<file path="config.mk">
export PLATFORM = sky130hd
export DESIGN_NAME = mem_arbiter_flat
export DESIGN_NICKNAME = d
export VERILOG_FILES = /design/src/rtl/mem_arbiter_pkg.sv /design/src/rtl/mem_arbiter_if.sv /design/src/rtl/mem_arbiter_arb_rr2.sv /design/src/rtl/mem_arbiter.sv /design/src/flat_wrapper.sv
export SDC_FILE = /design/constraint.sdc
export NUM_CORES = 1
export LEC_CHECK = 0
export BUFFER_PORTS_ARGS = -buffer_cell sky130_fd_sc_hd__buf_2
export CAP_MARGIN = 10
export CORE_MARGIN = 2
export CORE_UTILIZATION = 30
export CTS_BUF_LIST = sky130_fd_sc_hd__clkbuf_16
export DETAILED_ROUTE_END_ITERATION = 8
export GPL_TIMING_DRIVEN = 0
export PLACE_DENSITY = 0.57
export SYNTH_ARGS = -nofsm -noshare
export SYNTH_HDL_FRONTEND = slang
export SYNTH_SLANG_ARGS = --single-unit
</file>
<file path="constraint.sdc">
create_clock -name clk -period 1.7 [get_ports clk]
set_input_delay 0.085 -clock clk [delete_from_list [all_inputs] [get_ports clk]]
set_output_delay 0.085 -clock clk [all_outputs]
set_load 0.005 [all_outputs]
</file>
<file path="src/rtl/mem_arbiter_pkg.sv">
// ----------------------------------------------------------------------------
// mem_pkg
// Shared definitions for the program/data RAM arbiter: RAM geometry,
// arbiter FSM state encoding and requester port ids.
// ----------------------------------------------------------------------------
package mem_pkg;

    localparam int ADDR_W = 4;  // 16 RAM locations
    localparam int DATA_W = 8;  // RAM word width

    typedef enum logic [1:0] {
        IDLE,
        ACCESS,
        RESP
    } state_t;

    // Requester ids, also the encoding of the grant output.
    localparam logic PORT_CPU = 1'b0;  // CPU fetch/execute
    localparam logic PORT_LDR = 1'b1;  // program loader / DMA

endpackage

</file>
<file path="src/rtl/mem_arbiter_if.sv">
// ----------------------------------------------------------------------------
// mem_arbiter_if
// Bundles both requester handshakes, the RAM pins and the arbiter status.
//   req0/we0/addr0/wdata0 -> ack0/rdata0 : port 0 (CPU)
//   req1/we1/addr1/wdata1 -> ack1/rdata1 : port 1 (loader/DMA)
//   ram_read/ram_write/ram_addr/ram_wdata : RAM strobes and bus, arbiter driven
//   ram_rdata                             : combinational RAM read data
//   busy/grant                            : arbiter status
// Modports: slave = arbiter side, master = requesters + RAM side.
// ----------------------------------------------------------------------------
interface mem_arbiter_if #(
    parameter int ADDR_W = mem_pkg::ADDR_W,
    parameter int DATA_W = mem_pkg::DATA_W
);

    logic              req0;
    logic              we0;
    logic [ADDR_W-1:0] addr0;
    logic [DATA_W-1:0] wdata0;
    logic              ack0;
    logic [DATA_W-1:0] rdata0;

    logic              req1;
    logic              we1;
    logic [ADDR_W-1:0] addr1;
    logic [DATA_W-1:0] wdata1;
    logic              ack1;
    logic [DATA_W-1:0] rdata1;

    logic              ram_read;
    logic              ram_write;
    logic [ADDR_W-1:0] ram_addr;
    logic [DATA_W-1:0] ram_wdata;
    logic [DATA_W-1:0] ram_rdata;

    logic              busy;
    logic              grant;

    modport slave (
        input  req0, we0, addr0, wdata0,
        input  req1, we1, addr1, wdata1,
        input  ram_rdata,
        output ack0, rdata0, ack1, rdata1,
        output ram_read, ram_write, ram_addr, ram_wdata,
        output busy, grant
    );

    modport master (
        output req0, we0, addr0, wdata0,
        output req1, we1, addr1, wdata1,
        output ram_rdata,
        input  ack0, rdata0, ack1, rdata1,
        input  ram_read, ram_write, ram_addr, ram_wdata,
        input  busy, grant
    );

endinterface

</file>
<file path="src/rtl/mem_arbiter_arb_rr2.sv">
// ----------------------------------------------------------------------------
// arb_rr2
// Two-way combinational grant pick.
//   req0, req1 : pending requests
//   last_gnt   : id of the port that owned the previous transaction
//   gnt_valid  : at least one request pending
//   gnt_id     : winning port id
// A lone requester always wins. On a tie the port that did not win last
// time wins, unless FIXED_PRIO is set, in which case port 0 always wins.
// ----------------------------------------------------------------------------
module arb_rr2
    import mem_pkg::*;
#(
    parameter bit FIXED_PRIO = 1'b0
) (
    input  logic req0,
    input  logic req1,
    input  logic last_gnt,
    output logic gnt_valid,
    output logic gnt_id
);

    always_comb begin
        // NOTE: every output gets a default before the branches, so no path
        // leaves it unassigned and no latch is inferred.
        gnt_valid = req0 | req1;
        gnt_id    = PORT_CPU;
        if (req0 && req1) begin
            gnt_id = FIXED_PRIO ? PORT_CPU : ~last_gnt;
        end else if (req1) begin
            gnt_id = PORT_LDR;
        end
    end

endmodule

</file>
<file path="src/rtl/mem_arbiter.sv">
// ----------------------------------------------------------------------------
// mem_arbiter
// Arbitrates the 16x8 program/data RAM between the CPU (port 0) and the
// program loader/DMA (port 1). Each access is one IDLE -> ACCESS -> RESP
// pass: a one-cycle RAM read or write strobe in ACCESS, then a one-cycle
// ack to the owning port in RESP. All outputs are registered.
//   clk, rst : rising-edge clock, synchronous active-high reset
//   bus      : requester handshakes, RAM pins, busy/grant (slave modport)
// ADDR_W/DATA_W must match the widths of the connected interface.
// ----------------------------------------------------------------------------
module mem_arbiter #(
    parameter int ADDR_W     = mem_pkg::ADDR_W,
    parameter int DATA_W     = mem_pkg::DATA_W,
    parameter bit FIXED_PRIO = 1'b0
) (
    input  logic         clk,
    input  logic         rst,
    mem_arbiter_if.slave bus
);

    import mem_pkg::*;

    state_t            state;
    logic              op_we;
    logic              grant_q;
    logic              busy_q;
    logic              ack0_q;
    logic              ack1_q;
    logic              ram_read_q;
    logic              ram_write_q;
    logic [ADDR_W-1:0] ram_addr_q;
    logic [DATA_W-1:0] ram_wdata_q;
    logic [DATA_W-1:0] rdata0_q;
    logic [DATA_W-1:0] rdata1_q;

    logic              pick_valid;
    logic              pick_id;
    logic              sel_we;
    logic [ADDR_W-1:0] sel_addr;
    logic [DATA_W-1:0] sel_wdata;

    arb_rr2 #(
        .FIXED_PRIO (FIXED_PRIO)
    ) u_pick (
        .req0      (bus.req0),
        .req1      (bus.req1),
        .last_gnt  (grant_q),
        .gnt_valid (pick_valid),
        .gnt_id    (pick_id)
    );

    // Operands of whichever port wins the pick this cycle.
    assign sel_we    = (pick_id == PORT_LDR) ? bus.we1    : bus.we0;
    assign sel_addr  = (pick_id == PORT_LDR) ? bus.addr1  : bus.addr0;
    assign sel_wdata = (pick_id == PORT_LDR) ? bus.wdata1 : bus.wdata0;

    always_ff @(posedge clk) begin
        if (rst) begin
            state       <= IDLE;
            op_we       <= 1'b0;
            // Reset grant to port 1 so that port 0 takes the first tie.
            grant_q     <= PORT_LDR;
            busy_q      <= 1'b0;
            ack0_q      <= 1'b0;
            ack1_q      <= 1'b0;
            ram_read_q  <= 1'b0;
            ram_write_q <= 1'b0;
            ram_addr_q  <= '0;
            ram_wdata_q <= '0;
            // NOTE: these are plain output registers, not a storage array,
            // so resetting them is cheap and gives a defined first value.
            rdata0_q    <= '0;
            rdata1_q    <= '0;
        end else begin
            // NOTE: non-blocking assignments throughout; every register
            // updates from pre-edge values, so statement order is irrelevant.
            // Strobes and acks are single-cycle pulses by default.
            ack0_q      <= 1'b0;
            ack1_q      <= 1'b0;
            ram_read_q  <= 1'b0;
            ram_write_q <= 1'b0;

            unique case (state)
                IDLE: begin
                    if (pick_valid) begin
                        grant_q     <= pick_id;
                        op_we       <= sel_we;
                        ram_addr_q  <= sel_addr;
                        ram_wdata_q <= sel_wdata;
                        // Strobe is registered so it is high exactly for ACCESS.
                        ram_read_q  <= ~sel_we;
                        ram_write_q <= sel_we;
                        busy_q      <= 1'b1;
                        state       <= ACCESS;
                    end
                end

                ACCESS: begin
                    // RAM read data is combinational from the stable address.
                    if (!op_we) begin
                        if (grant_q == PORT_CPU) begin
                            rdata0_q <= bus.ram_rdata;
                        end else begin
                            rdata1_q <= bus.ram_rdata;
                        end
                    end
                    ack0_q <= (grant_q == PORT_CPU);
                    ack1_q <= (grant_q == PORT_LDR);
                    state  <= RESP;
                end

                RESP: begin
                    busy_q <= 1'b0;
                    state  <= IDLE;
                end

                default: begin
                    busy_q <= 1'b0;
                    state  <= IDLE;
                end
            endcase
        end
    end

    assign bus.ack0      = ack0_q;
    assign bus.ack1      = ack1_q;
    assign bus.rdata0    = rdata0_q;
    assign bus.rdata1    = rdata1_q;
    assign bus.ram_read  = ram_read_q;
    assign bus.ram_write = ram_write_q;
    assign bus.ram_addr  = ram_addr_q;
    assign bus.ram_wdata = ram_wdata_q;
    assign bus.busy      = busy_q;
    assign bus.grant     = grant_q;

endmodule

</file>
<file path="src/flat_wrapper.sv">
// flat-port wrapper written by rule: the top's interface ports become plain ports
module mem_arbiter_flat import mem_pkg::*;
#(
    parameter int ADDR_W     = mem_pkg::ADDR_W,
    parameter int DATA_W     = mem_pkg::DATA_W,
    parameter bit FIXED_PRIO = 1'b0
)
  (clk, rst, bus_req0, bus_we0, bus_addr0, bus_wdata0, bus_req1, bus_we1, bus_addr1, bus_wdata1, bus_ram_rdata, bus_ack0, bus_rdata0, bus_ack1, bus_rdata1, bus_ram_read, bus_ram_write, bus_ram_addr, bus_ram_wdata, bus_busy, bus_grant);
  mem_arbiter_if #(.ADDR_W(ADDR_W), .DATA_W(DATA_W)) bus_i ();
  input  logic clk;
  input  logic rst;
  input wire logic [$bits(bus_i.req0)-1:0] bus_req0;
  input wire logic [$bits(bus_i.we0)-1:0] bus_we0;
  input wire logic [$bits(bus_i.addr0)-1:0] bus_addr0;
  input wire logic [$bits(bus_i.wdata0)-1:0] bus_wdata0;
  input wire logic [$bits(bus_i.req1)-1:0] bus_req1;
  input wire logic [$bits(bus_i.we1)-1:0] bus_we1;
  input wire logic [$bits(bus_i.addr1)-1:0] bus_addr1;
  input wire logic [$bits(bus_i.wdata1)-1:0] bus_wdata1;
  input wire logic [$bits(bus_i.ram_rdata)-1:0] bus_ram_rdata;
  output wire logic [$bits(bus_i.ack0)-1:0] bus_ack0;
  output wire logic [$bits(bus_i.rdata0)-1:0] bus_rdata0;
  output wire logic [$bits(bus_i.ack1)-1:0] bus_ack1;
  output wire logic [$bits(bus_i.rdata1)-1:0] bus_rdata1;
  output wire logic [$bits(bus_i.ram_read)-1:0] bus_ram_read;
  output wire logic [$bits(bus_i.ram_write)-1:0] bus_ram_write;
  output wire logic [$bits(bus_i.ram_addr)-1:0] bus_ram_addr;
  output wire logic [$bits(bus_i.ram_wdata)-1:0] bus_ram_wdata;
  output wire logic [$bits(bus_i.busy)-1:0] bus_busy;
  output wire logic [$bits(bus_i.grant)-1:0] bus_grant;
  assign bus_i.req0 = bus_req0;
  assign bus_i.we0 = bus_we0;
  assign bus_i.addr0 = bus_addr0;
  assign bus_i.wdata0 = bus_wdata0;
  assign bus_i.req1 = bus_req1;
  assign bus_i.we1 = bus_we1;
  assign bus_i.addr1 = bus_addr1;
  assign bus_i.wdata1 = bus_wdata1;
  assign bus_i.ram_rdata = bus_ram_rdata;
  assign bus_ack0 = bus_i.ack0;
  assign bus_rdata0 = bus_i.rdata0;
  assign bus_ack1 = bus_i.ack1;
  assign bus_rdata1 = bus_i.rdata1;
  assign bus_ram_read = bus_i.ram_read;
  assign bus_ram_write = bus_i.ram_write;
  assign bus_ram_addr = bus_i.ram_addr;
  assign bus_ram_wdata = bus_i.ram_wdata;
  assign bus_busy = bus_i.busy;
  assign bus_grant = bus_i.grant;
  mem_arbiter #(.ADDR_W(ADDR_W), .DATA_W(DATA_W), .FIXED_PRIO(FIXED_PRIO)) u_core (.clk(clk), .rst(rst), .bus(bus_i));
endmodule
</file>
==> impl_metrics.toml, run 1 <==
[status]
outcome = "finished, final reports clean"

[placement]
io_buffers = 70
dp_hpwl_um = 2750
globalplace.congestion = 0.695

[die]
die_x_um = 75.0
dieArea_um2 = 5630
core.rowCount = 25
core-area_um2 = 4790
fp.dieH_um = 75.0
start_util_pct = 31.6
pin_count = 72

[sta]
rsz0062_at_grt = "false"
worst_slew_pin_slew_ns = 0.654
hold_viol_final = 0
finClkSkew_ns = 0.00476
setup_viol = 0
fmax_ghz = 0.731
min_period_ns = 1.37
min_period_over_period_pct = 80.5
tns_ns = 0
slew_violations = 0
slew_headroom_pct = 56.4
hold_ws_ns = 0.0644

[synthesis]
synth-edff-count = 0
synth_compound_area_share_pct = 20.8
synth_common_cells = "41 x nand2_1, 37 x dfxtp_1, 22 x a21oi_1"
synth-xor-area-share_pct = 0
synth_top_area_share_pct = 49.0
syn_inst = 161
async_reset_ff_share_pct = 0
yosysSeqAreaShare_pct = 49.0
synth-simple-area-share_pct = 19.5
synth_flop_cell = "dfxtp_1"
yosys.area.top_type = "dfxtp_1"
yosysMostFrequentCell = "nand2_1"
synth-adder-area-share_pct = 0
synthesis.nets = 199
synth.ff_latch_count = 37
avgSynthCellArea_um2 = 9.40
synth_mux_area_share_pct = 5.96
syn_area_um2 = 1510
synth_top_family_by_area = "compound AO/OA/AOI/OAI gates"
post_synth_num_cell_types = 26
yosys_warnings = 0
ys_top_cells_by_area = "dfxtp_1 49%, nand2_1 10%, a311oi_2 8.9%"

[finish]
area_growth_pct = 37.5
seq_area_um2 = 741
layout-drive-gt1-share_pct = 42.4
multi_input_area_um2 = 699
finalNetCount = 276
antenna_cells = 0
n_fill_cell = 517

[route]
routed_wl_um = 3620
num_vias = 1367
drt-vias-per-instance = 4.48
drt_iter0_markers = 37
drc = 0
wl_per_cell_um = 11.9
dr.pass1.iters = 4
ant_nets = 0

[setup_path]
path_max_fanout = 7
worst_setup_path_end_kind = "register"
cp-start-kind = "register"
crit_type = "reg2reg"
regToRegSetupSlack_ns = 0.33
worstPathRequired_ns = 1.86
arrival_ns = 1.53

[clocking]
htreeDepth = 2
cts_buffers = 5
holdBufCountCts = 0
clk_latency_ns = 0.28
cts-root-buf = "clkbuf_16"
clock_sinks = 37
cts_buffer_depth = 2
post-cts-setup-buffers = 0
clk_pin_slew_worst_paths_ns = 0.05
postCtsResizedCells = 0
cts_tree = "built"

[power]
p_seq_share_pct = 44.7
p_int_mw = 1.64
power_switching_mw = 0.537
p_leak_nw = 0.941
vdd_drop_max_mv = 0.411
p_clk_share_pct = 38.2
cellPowerDensity_nw_per_um2 = 1050
comb_power_share_pct = 17.1
switching_share_pct = 24.7

[job]
cap_violations = 0

[global_route]
grt_first_pass_wirelength_um = 5600
grt_pass1_vias = 1270
track_usage_pct = 13.5
grt_antenna_before_repair = 0
grt_max_degree = 11
gr-total-overflow = 0

[hold_path]
hp-class = "in2reg"
[layout by cell type (no fill, tap or decap)]
| cell | instances |
|---|---|
| nand2b_1 | 2 |
| and2_4 | 1 |
| a21boi_2 | 1 |
| and2_1 | 1 |
| a311oi_1 | 3 |
| a21bo_2 | 1 |
| nor3_1 | 2 |
| a21oi_1 | 22 |
| buf_1 | 1 |
| a211o_1 | 1 |
| and3_1 | 1 |
| nor2_1 | 11 |
| clkinv_1 | 1 |
| buf_2 | 77 |
| buf_4 | 2 |
| clkbuf_1 | 2 |
| mux2i_1 | 9 |
| dfxtp_1 | 37 |
| nor4b_2 | 1 |
| nor3b_2 | 1 |
| and4bb_2 | 1 |
| or4b_1 | 1 |
| clkbuf_16 | 5 |
| buf_6 | 1 |
| a311oi_2 | 9 |
| inv_1 | 1 |
| or2_0 | 1 |
| a211oi_2 | 1 |
| nand2_1 | 41 |
[per-layer routing]
metal / track usage [%] / vias to the layer above / wire (um) / share of wire (%)
met1: 16.0 / 604 / 1630 / 45
met3: 3.61 / 7 / 206 / 5.7
met2: 22.1 / 47 / 1700 / 47
li1: - / 709 / - / -
met4: 7.74 / 0 / 80 / 2.2
met5: 0 / - / 0 / 0
[path summary, 6_finish.rpt]
path | cells past startpoint | start | end
worst max-delay path | 3 | u_core.state[1]$_SDFFE_PP0P_ | u_core.bus.grant$_SDFFE_PP1P_
worst max register to register | 3 | u_core.state[1]$_SDFFE_PP0P_ | u_core.bus.grant$_SDFFE_PP1P_
worst min-delay path | 3 | bus_ram_rdata[5] | u_core.bus.rdata0[5]$_SDFFE_PP0P_
worst min register to register | 2 | u_core.bus.rdata0[6]$_SDFFE_PP0P_ | u_core.bus.rdata0[6]$_SDFFE_PP0P_
[power by group through the flow]
stage	clock [mW]	sequential, mW	combinational, mW
after floorplan	0	0.993	0.224
after global placement	0	0.988	0.377
after detailed placement	0	0.989	0.380
after CTS	0.854	0.972	0.380
after global routing	0.887	0.978	0.420
final	0.832	0.972	0.372
[per-stage QoR]
step	utilization, %	total power, mW	setup WS [ns]	std cells	cell area [um^2]
floorplan	-	1.22	0.398	161	1510
global placement	40.7	1.36	0.288	298	1950
detailed placement	40.7	1.37	0.286	298	1950
CTS	43.5	2.21	0.276	305	2080
global route	43.5	2.29	0.185	305	2080
finish	43.5	2.18	0.332	305	2080
[logic make-up after synthesis]
group | after synthesis
muxes | 9
DFF | 37
AOI/OAI and AO/OA | 38
buffers and inverters | 13
and+or+nand+nor | 64
[area by class of cell]
type,instances,area share [%]
Timing Repair Buffer,70,16.8
Sequential cell,37,35.6
Multi-Input combinational cell,111,33.6
Clock inverter,2,0.361
Buffer,13,3.49
Tap cell,67,4.03
Clock buffer,5,6.02
[sequential cells by signal, summed over array words and instances (netlist names), 2 cells and up]
register	cells
u_core.state	2
u_core.bus.ram_addr	4
u_core.bus.rdata1	8
u_core.bus.ram_wdata	8
u_core.bus.rdata0	8
[worst max-delay path, stage by stage (launching register included)]
cell     delay, ns
dfxtp_1       0.35
nor2_1        0.34
nand2_1       0.23
a211o_1       0.33
Note: power is estimated with default switching activity, not from simulation.
==> run 2, diff against run 1 <==
--- a/config.mk
+++ b/config.mk
@@ -12,7 +12,7 @@
 export CTS_BUF_LIST = sky130_fd_sc_hd__clkbuf_16
 export DETAILED_ROUTE_END_ITERATION = 8
 export GPL_TIMING_DRIVEN = 0
-export PLACE_DENSITY = 0.57
+export PLACE_DENSITY = 0.59
 export SYNTH_ARGS = -nofsm -noshare
 export SYNTH_HDL_FRONTEND = slang
 export SYNTH_SLANG_ARGS = --single-unit
==> constraint.sdc (replaced) <==
create_clock -name clk -period 1.2 [get_ports clk]
set_input_delay 0.06 -clock clk [delete_from_list [all_inputs] [get_ports clk]]
set_output_delay 0.06 -clock clk [all_outputs]
set_load 0.005 [all_outputs]
==> run 2 against run 1 <==
  * The run now ends with negative setup slack left
  * Combinational power up 58%
  * Worst hold slack worse by 0.029 ns
  * Via count up 0.29%
  * Critical path depth unchanged
  * Cell area up 6.9%
  * Non-clock buffer count unchanged
==> impl_metrics.toml, run 2 (synthesis gave the netlist of run 1 again) <==
[status]
outcome = "complete, but fails checks"
violations = "negative setup slack"

[setup_path]
crit_type = "reg2reg"
cp-start-kind = "register"
timing.rr.start = "u_core.bus.grant$_SDFFE_PP1P_"
timing.critical_path.slowest_stage_cell = "or4b_4"
worst_setup_path_end_kind = "register"
worstPathRequired_ns = 1.33
cp_num_buf_inv = 0
startpoint = "u_core.bus.grant$_SDFFE_PP1P_"
path_max_fanout = 8
max_stage_delay_ns = 0.63
cp_top_family = "simple AND/OR/NAND/NOR gates"
arrival_ns = 1.43
crit_chain = "or4b_4 > nand2_2 > a21oi_1"

[die]
core-area_um2 = 4790
fp.dieH_um = 75.0
die_x_um = 75.0
pin_count = 72
start_util_pct = 31.6
core.rowCount = 25
dieArea_um2 = 5630

[sta]
min_period_ns = 1.30
setup_slack_ns = -0.100
setup_viol = 9
finClkSkew_ns = 0.00484
min_period_over_period_pct = 108
fmax_ghz = 0.769
slew_violations = 0
hold_viol_final = 0
slew_headroom_pct = 56.3
rsz0062_at_grt = "true"
worst_slew_pin_slew_ns = 0.655

[clocking]
cts_tree = "built"
clk_pin_slew_worst_paths_ns = 0.06
cts_buffer_depth = 2
cts-root-buf = "clkbuf_16"
clock_sinks = 37
cts_buffers = 5
htreeDepth = 2
clk_latency_ns = 0.27

[placement]
globalplace.congestion = 0.694
io_buffers = 70
dp_hpwl_um = 2630
dpl.cell_count = 298
placed_area_um2 = 1960

[route]
drc = 0
ant_nets = 0
wl_per_cell_um = 12.2
routed_wl_um = 3720
drt-vias-per-instance = 4.48
num_vias = 1371
dr.pass1.iters = 4
drt_iter0_markers = 30

[finish]
layout_common_cells = "73 x buf_2, 34 x nand2_1, 33 x dfxtp_1"
layout-drive-gt1-share_pct = 49.0
layout_commonest_cell = "buf_2"
antenna_cells = 0
final_area_um2 = 2220
area_growth_pct = 47.0
finalNetCount = 276
fin_cells = 306

[power]
p_leak_nw = 0.984
cellPowerDensity_nw_per_um2 = 1530
power_mw = 3.40
vdd_drop_max_mv = 0.666

[global_route]
grt_antenna_before_repair = 0
track_usage_pct = 13.8
grt_first_pass_wirelength_um = 5770
gr-total-overflow = 0
grt_max_degree = 12
grt_pass1_vias = 1276

[hold_path]
hold_path.startpoint = "bus_ram_rdata[5]"
hp-class = "in2reg"

[job]
cap_violations = 0
run 2: cell count changes in the layout (fill, tap and decap cells not counted), moves of 2 or more:
cell / delta
nand2_1: -7
nand2_2: +7
buf_2: -4
dfxtp_1: -4
buf_12: +2
buf_6: +2
dfxtp_2: +2
dfxtp_4: +2
run 2: path summary, 6_finish.rpt:
kind	slack, ns	cells past startpoint	to
max reg2reg	-0.1	3	u_core.bus.rdata0[0]$_SDFFE_PP0P_
min reg2reg	0.45	2	u_core.bus.rdata0[5]$_SDFFE_PP0P_
max	-0.1	3	u_core.bus.rdata0[0]$_SDFFE_PP0P_
min	0.04	3	u_core.bus.rdata0[5]$_SDFFE_PP0P_
run 2: cell type report:
cell class / count / area (um^2)
plain buffers: 11 / 95.1
clock buffers: 5 / 125
clock inverters: 3 / 37.5
fillers: 479 / 2560
multi-input cells: 111 / 753
flip-flops and latches: 37 / 751
well taps: 67 / 83.8
repair buffers: 72 / 378
run 2: tightest hold or removal path, stage by stage:
cell and delay, ns:
buf_2 0.10, nand2_1 0.05, a21oi_1 0.05
run 2: through the flow:
stage | hold slack [ns] | TNS (ns) | worst slack, ns | util (%)
global placement | 0.315 | -4.30 | -0.251 | 41.0
CTS | 0.0305 | -1.39 | -0.0999 | 45.6
floorplan | 0.196 | -0.682 | -0.0852 | -
global route | 0.0282 | -1.93 | -0.135 | 46.5
finish | 0.0354 | -0.719 | -0.100 | 46.5
detailed placement | 0.320 | -4.25 | -0.240 | 41.0
run 2: repair_timing:
action	CTS	global route
setup buffers	1	1
setup endpoints to repair	30	29
resized for setup	16	12
pin swaps	16	7
hold buffers	0	0
run 2: per-layer routing:
| metal | global-route usage [%] | vias to the layer above | part of all wire, % |
|---|---|---|---|
| met5 | 0 | - | 0 |
| met1 | 16.2 | 597 | 46 |
| met3 | 7.36 | 4 | 7.5 |
| met4 | 4.17 | 0 | 1.1 |
| met2 | 21.8 | 52 | 45 |
| li1 | - | 718 | - |
run 2: power breakdown:
group | total (mW) | internal (mW) | switching, mW
Sequential | 1.39 | 1.33 | 0.0626
Combinational | 0.587 | 0.302 | 0.285
Clock | 1.42 | 0.964 | 0.457
